`src/rtl/counter_modal.sv`:
```
// Up/down modulo counter with parallel load, selectable wrap or saturate at
// the boundaries, a one-cycle terminal pulse and a sticky wrapped flag.
module counter_modal #(
    parameter int unsigned Size     = 5,
    parameter int unsigned Modulus  = 32,
    parameter int unsigned Saturate = 0
) (
    input  logic            clock,
    input  logic            reset,
    input  logic            enable,
    input  logic            up,
    input  logic            load,
    input  logic [Size-1:0] load_value,
    input  logic            clear_wrapped,
    output logic [Size-1:0] count,
    output logic            terminal,
    output logic            wrapped
);

    localparam logic [Size-1:0] MaxVal   = Size'(Modulus - 1);
    // One bit wider so the load compare holds even when Modulus == 2**Size
    localparam logic [Size:0]   ModWide  = (Size + 1)'(Modulus);
    localparam bit              SatMode  = (Saturate != 0);

    logic [Size-1:0] count_q, count_d;
    logic            terminal_q, terminal_d;
    logic            wrapped_q, wrapped_d;
    logic            boundary;

    // Next-state: load beats step; boundary sets wrapped over a clear
    always_comb begin
        count_d    = count_q;
        terminal_d = 1'b0;
        wrapped_d  = wrapped_q;
        boundary   = 1'b0;

        if (clear_wrapped) begin
            wrapped_d = 1'b0;
        end

        if (load) begin
            if ({1'b0, load_value} < ModWide) begin
                count_d = load_value;
            end else begin
                count_d = MaxVal;
            end
        end else if (enable) begin
            if (up) begin
                if (count_q == MaxVal) begin
                    boundary = 1'b1;
                    count_d  = SatMode ? MaxVal : '0;
                end else begin
                    count_d = count_q + Size'(1);
                end
            end else begin
                if (count_q == '0) begin
                    boundary = 1'b1;
                    count_d  = SatMode ? '0 : MaxVal;
                end else begin
                    count_d = count_q - Size'(1);
                end
            end
        end

        if (boundary) begin
            terminal_d = 1'b1;
            wrapped_d  = 1'b1;
        end
    end

    always_ff @(posedge clock) begin
        if (!reset) begin
            count_q    <= '0;
            terminal_q <= 1'b0;
            wrapped_q  <= 1'b0;
        end else begin
            count_q    <= count_d;
            terminal_q <= terminal_d;
            wrapped_q  <= wrapped_d;
        end
    end

    assign count    = count_q;
    assign terminal = terminal_q;
    assign wrapped  = wrapped_q;

endmodule
```
`config.mk`:
```
export PLATFORM = sky130hd
export DESIGN_NAME = counter_modal
export DESIGN_NICKNAME = d
export VERILOG_FILES = /design/src/rtl/counter_modal.sv
export SDC_FILE = /design/constraint.sdc
export NUM_CORES = 1
export LEC_CHECK = 0
export CORE_AREA = 5 5 42 44
export CTS_CLUSTER_DIAMETER = 50
export DETAILED_ROUTE_END_ITERATION = 12
export DIE_AREA = 0 0 47 49
export GPL_TIMING_DRIVEN = 0
export PLACE_DENSITY = 0.67
export SYNTH_ARGS = -nofsm -noshare
export SYNTH_HDL_FRONTEND = slang
export SYNTH_SLANG_ARGS = --single-unit
export TNS_END_PERCENT = 20
```
`constraint.sdc`:
```
create_clock -name clock -period 2 [get_ports clock]
set_clock_uncertainty 0.2 [all_clocks]
set_input_delay 0.4 -clock clock [delete_from_list [all_inputs] [get_ports clock]]
set_output_delay 0.4 -clock clock [all_outputs]
set_load 0.005 [all_outputs]
```
=== Word level (Yosys, flattened, before mapping) ===
Index checks and enable logic that the tools add are counted.

* Flip-flop bits (word level): 7
* Input port bits: 11
* Output and inout port bits: 7
* Logic and storage cells: 22

* $add $sub $neg: 2
* Equal/unequal tests: 1
* Mux-type cells: 13
* Reductions and logical operators: 3

{| class="wikitable"
|+ Operators by type and width
! cell !! number
|-
| $mux W5 || 5
|-
| $mux W1 || 8
|-
| $add A5 B1 Y5 const B || 1
|-
| $eq A5 B5 Y1 const B || 1
|-
| $logic_not A5 Y1 || 1
|-
| $sub A5 B1 Y5 const B || 1
|-
| $reduce_bool A2 Y1 || 2
|}

=== Depth between registers and ports, before layout ===
Gate-level depths: netlist of the first run.

* Word-level depth: 6
* Gate-level depth with buffers: 7
* Mapped depth without buffers: 7

=== Worst setup path after synthesis of the first run ===
Ideal clock, no wire load.

* Path type: register to register
* Start point: reg count_q[0], in the netlist count[0]
* End point: reg count_q[2], in the netlist count[2]
* Library setup time: 0.131 ns
* Arrival: 1.452 ns
* Data required time: 1.669 ns
* Path slack: 0.217 ns
* Stages on the path, launching flop included: 8
* Path buffers: 0
* Clock period less this slack: 1.783 ns
* Cell sequence: dfxtp_1 -> ha_1 -> and3_2 -> ha_1 -> nand2b_1 -> nor2_1 -> o311ai_0 -> a21oi_1

* Cells in the longest elaborated chain, start to end: 5
* Elaborated cells between the ends (all ways): 9
* Classes of those cells: add/sub (2); eq/ne (1); mux (5); reduce/logical (1)

{| class="wikitable"
|+ Ends and longest elaborated chain
! what !! RTL line !! source
|-
| start: declaration || 25 || <nowiki>logic [Size-1:0] count_q, count_d;</nowiki>
|-
| start signal: assignment || 77 || <nowiki>count_q <= count_d;</nowiki>
|-
| $sub A5 B1 Y5, or another cell as far along || 60 || <nowiki>count_d = count_q - Size'(1);</nowiki>
|-
| $mux W5 (on tied branches) || 56, 49 ||
|-
| $mux W5 (*) || 48 || <nowiki>if (up) begin</nowiki>
|-
| $mux W5 (*) || 47 || <nowiki>end else if (enable) begin</nowiki>
|-
| $mux W5 (*) || 41 || <nowiki>if (load) begin</nowiki>
|}

Every way passes the cells marked *; elsewhere a longest branch is shown, timed or not. The select of a mux whose other input is x is not followed.
A chain may end at the register's enable or synchronous reset.

=== Worst setup path in the final report of the first run ===
* Start point: reg count_q[3], in the netlist count[3]
* End point: out count[3]

{| class="wikitable"
|+ RTL lines
! what !! RTL line !! source
|-
| end: declaration || 15 || <nowiki>output logic [Size-1:0] count,</nowiki>
|}

No word-level cell between the ends.

==> summary.txt, run 1 <==
Most frequent cells in the layout = 15 x clkdlybuf4s50_1, 6 x inv_1, 6 x a21oi_1
Post-Synth Adder-Cell Area = 7.63%
Endpoints failing setup = 0
Area grow syn2layout = 40.5%
Initial drt markers = 7
Post-route ant nets = 0
Nets = 94
Crit path max-delay family = buffers and inverters
CTS tree = done
Largest family of logic cells by synthesized area = compound AO/OA/AOI/OAI gates
Slew Limit Fails = 0
Mux share of post-synthesis cell area = 0%
Setup Fix Bufs, Post-CTS = 0
GRT busiest layer = met2
Initial antenna violation count = 0
Leak = 0.278 nW
Worst slew margin = 77.0%
Max_cap viols = 0
Status = finished clean
Ant diodes = 0
Die Y = 49 um
Post-Syn Nets = 74
Seq/Total Area, Yosys = 28.5%
Routed vias = 494
Hold crit path type = in2reg
FMAX = 523 MHz
Synth Instances = 60
Via-to-Cell Ratio = 5.20
Power density over cell area = 589 nW/um^2
Share of layout cells above drive strength 1 = 12.7%
Fill count = 158
H-tree level count = 1
Overall power = 0.407 mW
CTS root buf = clkbuf_4
Worst-Margin Slew = 344 ps
Hold Vio Cnt, Final = 0
Crit path max fanout = 7
Syn. warnings = 0
Critical path capture point type = primary output
Met2 usage = 17.6%
Site Rows = 14
Post-synthesis xor/xnor area fraction = 7.12%
Placed cell count = 91
Crit-path slowest cell = clkdlybuf4s50_1
Overflow after GRT = 0
Hold-fix buffers at CTS = 0
Final Util = 49.3%
Share of the synthesized area in the top cell type = 28.5%
CTS sink cnt = 7
Met3 usage = 7.75%
Synth area leaders = dfxtp_1 28%, ha_1 7.6%, a21oi_1 6.1%
Fin cells = 95
Critical path data arrival time = 1310 ps
Cell taking the most area after synthesis = dfxtp_1
Number of unique standard cell types used by synthesis = 30
IO buf count = 15
Total track usage = 12.2%
Detailed Place HPWL = 940 um
First-pass GRT wire length = 1990 um
Critical Path, Cell by Cell = clkdlybuf4s50_1
Clock buffer depth = 2
WL per Instance = 12.7 um
Total wire length = 1210 um
Num ports = 18
Most common cell after layout, fill and taps aside = clkdlybuf4s50_1
Met1 Use GR = 14.9%
Critical path class = reg2out
Synth Area in Compound Gates = 25.4%
Simple-Gate Fraction of Synth Area = 24.9%
Clk pin slew, worst setup/hold paths = 50 ps
Synthesized cell area = 492 um^2
Drt pass-1 iters = 4
Die width = 47 um
Largest net degree at the start of global routing = 10
Core area = 1400 um^2
Clk_lat worst skew = 250 ps
#FFs+latches synth = 7
Avg Inst Size Synth = 8.20 um^2
CTS buffer count = 3
Startpoint Class = register
Number of global-route vias before repair = 438
Max stage delay on crit path = 560 ps
Die Area = 2300 um^2
GP Congestion = 0.757
Fin crit share = 95.5%
Crit path time final = 1910 ps
Buffer and inverter count on the worst path = 1
DRC = 0
Max VDD drop = 372 uV
Worst EP required = 1400 ps
Starting Density = 35.1%
RSZ-0062 raised after global routing = false
## power breakdown
part | leakage (nW) | switching (mW) | total, mW | internal (mW)
logic | 0.205 | 0.0445 | 0.108 | 0.0640
registers | 0.0583 | 0.0167 | 0.166 | 0.150
clock network | 0.0150 | 0.0556 | 0.132 | 0.0764
## final cells by class
cell class,count,area (um^2),area share [%]
multi-input combinational,45,320,46.4
sequential,7,143,20.7
timing repair buffer,15,150,21.7
tap,16,20.0,2.90
buffer,2,8.76,1.27
clock buffer,4,26.3,3.80
inverter,6,22.5,3.26
## worst min-delay path, cell delays in order
cell and delay (ps):
buf_2 160, o21ai_1 150, a21boi_1 60
## state kept, by name (all words and copies together) (netlist names)
| register | cells |
|---|---|
| count | 5 |
| terminal | 1 |
| wrapped | 1 |
## repair_timing
| item | CTS | global route |
|---|---|---|
| setup endpoints to repair | 1 | 1 |
| pin swaps | 0 | 1 |
| resized for setup | 1 | 2 |
## cell usage after synthesis (all sizes together)
library cell  n
o221ai        2
and3          2
nand2b        2
dfxtp         7
o311ai        1
nor2          2
nor3b         3
a22oi         1
xor2          2
o21ai         4
o211ai        1
nand3         1
clkbuf        1
buf           1
xnor2         2
nand2         3
nor2b         2
a21oi         6
o21a          1
a221oi        1
o211a         1
ha            3
and2          2
inv           6
a21boi        1
nor3          2
## layer usage
metal  share of wire (%)  routed length (um)
met2                  49                 591
met4                   0                   0
met1                  44                 526
met3                 7.4                  89
met5                   0                   0
## through the flow
step / TNS, ps / setup slack (ps) / hold WS (ps) / instance area (um^2)
global placement: -87.6 / -86.9 / 366 / 662
CTS: 0 / 5.74 / 370 / 689
detailed placement: -117 / -94.4 / 378 / 662
floorplan: 0 / 217 / 318 / 492
finish: 0 / 89.5 / 366 / 691
global route: 0 / 0.786 / 392 / 691
## worst paths after layout
path,start,to,slack [ps],cells past startpoint
setup / recovery,count[3]$_SDFFE_PN0P_,count[3],90,1
hold reg to reg,wrapped$_SDFFE_PN0P_,wrapped$_SDFFE_PN0P_,380,2
hold / removal,up,count[4]$_SDFFE_PN0P_,370,3
setup reg to reg,count[0]$_SDFFE_PN0P_,count[2]$_SDFFE_PN0P_,150,7
## cell families after synthesis
| kind of cell | count (synthesis) |
|---|---|
| fa+ha+maj | 3 |
| compound gates | 19 |
| xor+xnor | 4 |
| flops | 7 |
| simple gates | 19 |
| buf+inv | 8 |
Power figures use the tool's default switching activity.
==> run 2, diff against run 1 <==
--- a/config.mk
+++ b/config.mk
@@ -5,10 +5,11 @@
 export SDC_FILE = /design/constraint.sdc
 export NUM_CORES = 1
 export LEC_CHECK = 0
-export CORE_AREA = 5 5 42 44
+export CORE_AREA = 2 2 39 41
 export CTS_CLUSTER_DIAMETER = 50
 export DETAILED_ROUTE_END_ITERATION = 12
-export DIE_AREA = 0 0 47 49
+export DIE_AREA = 0 0 41 43
+export GPL_ROUTABILITY_DRIVEN = 0
 export GPL_TIMING_DRIVEN = 0
 export PLACE_DENSITY = 0.67
 export SYNTH_ARGS = -nofsm -noshare
==> run 2 against run 1 <==
Net effect:
- highest routed layer is now met4
- clock power about the same
- cell count stayed put
- largest power group unchanged
- register-to-register slack hardly changed
- via count up 1.8%
==> summary.txt, run 2 (same netlist as run 1, synthesis figures left out) <==
Worst EP required = 1400 ps (about the same)
Nets = 94 (unchanged)
Clk_lat worst skew = 250 ps (about the same)
Share of layout cells above drive strength 1 = 12.7% (unchanged)
Fin Setup TNS = 0 ps (unchanged)
Most frequent cells in the layout = 15 x clkdlybuf4s50_1, 6 x inv_1, 6 x a21oi_1
Largest net degree at the start of global routing = 10 (unchanged)
Die Area = 1760 um^2 (-23%)
Crit path max-delay family = buffers and inverters
Critical path data arrival time = 1290 ps (-20 ps)
Hold Vio Cnt, Final = 0 (unchanged)
RSZ-0062 raised after global routing = false
Area grow syn2layout = 40.5% (unchanged)
Fin crit share = 94.3% (-1.2 points)
Max stage delay on crit path = 560 ps (about the same)
Leak = 0.278 nW (about the same)
Setup Fix Bufs, Post-CTS = 0 (unchanged)
CTS buffer count = 3 (unchanged)
Site Rows = 14 (unchanged)
CTS tree = done
Post-route ant nets = 0 (unchanged)
Critical path capture point type = primary output
Critical path class = reg2out
DRC = 0 (unchanged)
Total wire length = 1130 um (-6.8%)
Setup slack after placement = -92.1 ps (+2.35 ps)
Via-to-Cell Ratio = 5.29 (+1.8%)
Detailed Place HPWL = 861 um (-8.3%)
Placed cell area = 662 um^2 (unchanged)
Endpoints failing setup = 0 (unchanged)
Ant diodes = 0 (unchanged)
Crit path max fanout = 7 (unchanged)
FMAX = 530 MHz (+1.3%)
Die width = 41 um (-13%)
Worst-Margin Slew = 325 ps (-19.6 ps)
Critical Path, Cell by Cell = clkdlybuf4s50_1
Core area = 1380 um^2 (-1.2%)
Drt pass-1 iters = 4 (unchanged)
Power density over cell area = 584 nW/um^2 (-0.79%)
Num ports = 18 (unchanged)
Crit path time final = 1890 ps (-24.0 ps)
CTS root buf = clkbuf_4
Total track usage = 15.9% (+3.7 points)
Final worst slack = 113 ps (+24.0 ps)
Most common cell after layout, fill and taps aside = clkdlybuf4s50_1
Die Y = 43 um (-12%)
Max VDD drop = 272 uV (-27%)
Initial drt markers = 3 (-4)
Number of global-route vias before repair = 435 (-0.68%)
Startpoint Class = register
Final Util = 49.9% (+0.62 points)
Clk pin slew, worst setup/hold paths = 50 ps (about the same)
H-tree level count = 1 (unchanged)
Overflow after GRT = 0 (unchanged)
Post-route cell area = 691 um^2 (unchanged)
Crit-path slowest cell = clkdlybuf4s50_1
Max FFs per register = 5 (unchanged)
CTS sink cnt = 7 (unchanged)
Routed vias = 503 (+1.8%)
Hold crit path type = in2reg
Initial antenna violation count = 0 (unchanged)
Max_cap viols = 0 (unchanged)
Status = finished clean
IO buf count = 15 (unchanged)
Starting Density = 35.5% (+0.44 points)
Buffer and inverter count on the worst path = 1 (unchanged)
WL per Instance = 11.8 um (-6.8%)
Clock buffer depth = 2 (unchanged)
First-pass GRT wire length = 1820 um (-8.4%)
Worst slew margin = 78.3% (+1.3 points)
Slew Limit Fails = 0 (unchanged)
run 2: layout make-up:
class | count | area (um^2)
plain buffers | 2 | 8.76
clock buffers | 4 | 26.3
fillers | 138 | 693
inverters | 6 | 22.5
multi-input cells | 45 | 320
flip-flops and latches | 7 | 143
well taps | 16 | 20.0
repair buffers | 15 | 150
run 2: final timing paths:
| kind | slack, ps | depth (start not counted) | end | startpoint |
|---|---|---|---|---|
| worst max-delay path | 110 | 1 | count[3] | count[3]$_SDFFE_PN0P_ |
| worst min-delay path | 360 | 3 | count[4]$_SDFFE_PN0P_ | up |
| worst max register to register | 150 | 7 | count[2]$_SDFFE_PN0P_ | count[0]$_SDFFE_PN0P_ |
| worst min register to register | 400 | 2 | wrapped$_SDFFE_PN0P_ | wrapped$_SDFFE_PN0P_ |
run 2: report_power, final:
group          switching (mW)  internal [mW]
combinational          0.0440         0.0639
clock                  0.0538         0.0762
sequential             0.0159          0.150
run 2: layer usage:
metal / global-route usage, % / share of wire (%)
met5: 0 / 0
met4: 12.0 / 3.8
met3: 4.71 / 4.2
met2: 21.3 / 46
met1: 20.5 / 46
run 2: stage by stage:
| step | instances | total power, mW | hold WS [ps] |
|---|---|---|---|
| 6_report | 95 | 0.404 | 355 |
| 5_1_grt | 95 | 0.434 | 380 |
| 4_1_cts | 95 | 0.408 | 359 |
| 3_5_place_dp | 91 | 0.276 | 415 |
| 3_3_place_gp | 91 | 0.274 | 365 |
| 2_1_floorplan | 60 | 0.227 | 318 |
run 2: repair_timing:
| action | in CTS | in global routing |
|---|---|---|
| hold buffers | 0 | 0 |
| endpoints found under the hold margin | 0 | 0 |
| setup endpoints to repair | 0 | 1 |
| resized for setup | 0 | 3 |
==> run 3, diff against run 2 <==
--- a/config.mk
+++ b/config.mk
@@ -5,10 +5,10 @@
 export SDC_FILE = /design/constraint.sdc
 export NUM_CORES = 1
 export LEC_CHECK = 0
-export CORE_AREA = 2 2 39 41
+export CORE_AREA = 4 4 41 43
 export CTS_CLUSTER_DIAMETER = 50
 export DETAILED_ROUTE_END_ITERATION = 12
-export DIE_AREA = 0 0 41 43
+export DIE_AREA = 0 0 45 47
 export GPL_ROUTABILITY_DRIVEN = 0
 export GPL_TIMING_DRIVEN = 0
 export PLACE_DENSITY = 0.67
==> constraint.sdc (replaced) <==
create_clock -name clock -period 2 [get_ports clock]
set_clock_uncertainty 0.2 [all_clocks]
set_input_delay 0.3 -clock clock [delete_from_list [all_inputs] [get_ports clock]]
set_output_delay 0.3 -clock clock [all_outputs]
set_load 0.005 [all_outputs]
==> run 3 against run 2 <==
Net effect:
- sequential share of layout area decreased by 0.58 points
- critical path type unchanged
- worst hold slack worse by 66 ps
- first-iteration DRC count rose to 3.0 times the previous value
- global-route usage fell by 2.6 points
- combinational power grew 5%
- core utilization grew 4.7 points
- non-clock buffer count is the same
==> summary.txt, run 3 (same netlist as run 1, synthesis figures left out) <==
Critical path data arrival time = 1350 ps (+60 ps)
Clk_lat worst skew = 250 ps (about the same)
Max stage delay on crit path = 580 ps (+20 ps)
Hold Slack = 290 ps (-65.5 ps)
Worst slew margin = 76.6% (-1.7 points)
FMAX = 539 MHz (+1.7%)
Die Area = 2120 um^2 (+20%)
Clk pin slew, worst setup/hold paths = 50 ps (about the same)
CTS tree = done
Overflow after GRT = 0 (unchanged)
IO buf count = 15 (unchanged)
Met3 usage = 2.68% (-2.0 points)
Total wire length = 1170 um (+3.6%)
Num ports = 18 (unchanged)
Hold crit path type = in2reg
Hold Vio Cnt, Final = 0 (unchanged)
Drt pass-1 iters = 4 (unchanged)
Most frequent cells in the layout = 15 x clkdlybuf4s50_1, 6 x inv_1, 6 x a21oi_1
CTS root buf = clkbuf_4
Critical Path, Cell by Cell = clkdlybuf4s50_1
Starting Density = 37.8% (+2.3 points)
Area grow syn2layout = 44.5%
Status = finished clean
Crit path max fanout = 8 (+1)
Die Y = 47 um (+9.3%)
Ant diodes = 0 (unchanged)
Hold-fix buffers at CTS = 0 (unchanged)
Buffer and inverter count on the worst path = 1 (unchanged)
Endpoints failing setup = 0 (unchanged)
Initial antenna violation count = 0 (unchanged)
Slew Limit Fails = 0 (unchanged)
CTS sink cnt = 7 (unchanged)
GRT busiest layer = met2
Critical path capture point type = primary output
Met1 Use GR = 16.6% (-3.9 points)
Crit path max-delay family = buffers and inverters
Post-route ant nets = 0 (unchanged)
Initial drt markers = 9 (+6)
Fill count = 131 (-5.1%)
Area of the multi-input gates = 342 um^2 (+6.6%)
Nets = 94 (unchanged)
Share of layout cells above drive strength 1 = 16.5% (+3.8 points)
Crit-path slowest cell = clkdlybuf4s50_1
CTS buffer count = 3 (unchanged)
Routed vias = 497 (-1.2%)
Fin cells = 94 (-1.1%)
Detailed Place HPWL = 886 um (+2.9%)
Site Rows = 13 (-1)
First-pass GRT wire length = 2020 um (+11%)
Max_cap viols = 0 (unchanged)
H-tree level count = 1 (unchanged)
Die width = 45 um (+9.8%)
Total track usage = 13.3% (-2.6 points)
Placed cell count = 90 (-1.1%)
Core area = 1300 um^2 (-6.0%)
WL per Instance = 12.4 um (+4.7%)
Most common cell after layout, fill and taps aside = clkdlybuf4s50_1
RSZ-0062 raised after global routing = false
Startpoint Class = register
Largest net degree at the start of global routing = 10 (unchanged)
Worst-Margin Slew = 350 ps (+25.1 ps)
Post-route cell area = 711 um^2 (+2.9%)
DRC = 0 (unchanged)
Number of global-route vias before repair = 475 (+9.2%)
Worst EP required = 1500 ps (+100 ps)
Max VDD drop = 346 uV (+27%)
Via-to-Cell Ratio = 5.29 (-0.14%)
R2R Setup Slk = 150 ps (about the same)
Fin crit share = 92.7% (-1.6 points)
Max FFs per register = 5 (unchanged)
Clock buffer depth = 2 (unchanged)
Leak = 0.281 nW (+0.86%)
Crit path time final = 1850 ps (-32.2 ps)
Reg area = 143 um^2 (unchanged)
Critical path class = reg2out
Met2 usage = 20.1% (-1.2 points)
Placed cell area = 661 um^2 (-0.19%)
Power density over cell area = 574 nW/um^2 (-1.7%)
-- run 3: changes by cell type in the layout (fill, tap and decap cells not counted) --
cell	previous run	this run
nand2b_1	2	1
nand2b_4	0	1
o221ai_1	2	1
o221ai_2	0	1
o311ai_1	1	0
o311ai_2	0	1
-- run 3: path summary, 6_finish.rpt --
check                   startpoint                     to  depth (start not counted)
max reg2reg  count[0]$_SDFFE_PN0P_  count[2]$_SDFFE_PN0P_                          7
min reg2reg   wrapped$_SDFFE_PN0P_   wrapped$_SDFFE_PN0P_                          2
max          count[2]$_SDFFE_PN0P_               count[2]                          1
min                             up  count[4]$_SDFFE_PN0P_                          3
-- run 3: through the flow --
stage	worst slack, ps	utilization [%]	power (mW)	setup TNS [ps]
after floorplan	217	-	0.227	0
after global placement	-23.6	50.8	0.275	-23.6
after detailed placement	-0.674	50.8	0.276	-0.674
after CTS	62.2	52.9	0.410	0
after global routing	9.03	54.6	0.438	0
final	146	54.6	0.408	0
-- run 3: power by group --
part | switching [mW] | total, mW | internal (mW)
Sequential | 0.0172 | 0.167 | 0.150
Clock | 0.0518 | 0.128 | 0.0761
Combinational | 0.0471 | 0.113 | 0.0662
Total | 0.116 | 0.408 | 0.292
-- run 3: repair_timing --
action,in CTS,in global routing
setup endpoints to repair,1,2
buffers inserted,0,0
gates resized for setup,2,4
pin swaps,0,0
-- run 3: area by class of cell --
cell class / count / share of cell area [%]
multi-input combinational: 45 / 48.1
timing repair buffer: 15 / 21.1
sequential: 7 / 20.1
clock buffer: 4 / 3.70
inverter: 6 / 3.17
tap: 15 / 2.64
buffer: 2 / 1.23
-- run 3: per-layer routing --
layer | up-vias | routed length (um)
met5 | - | 0
met4 | 0 | 10
met3 | 2 | 74
met2 | 18 | 534
met1 | 226 | 545
li1 | 251 | -
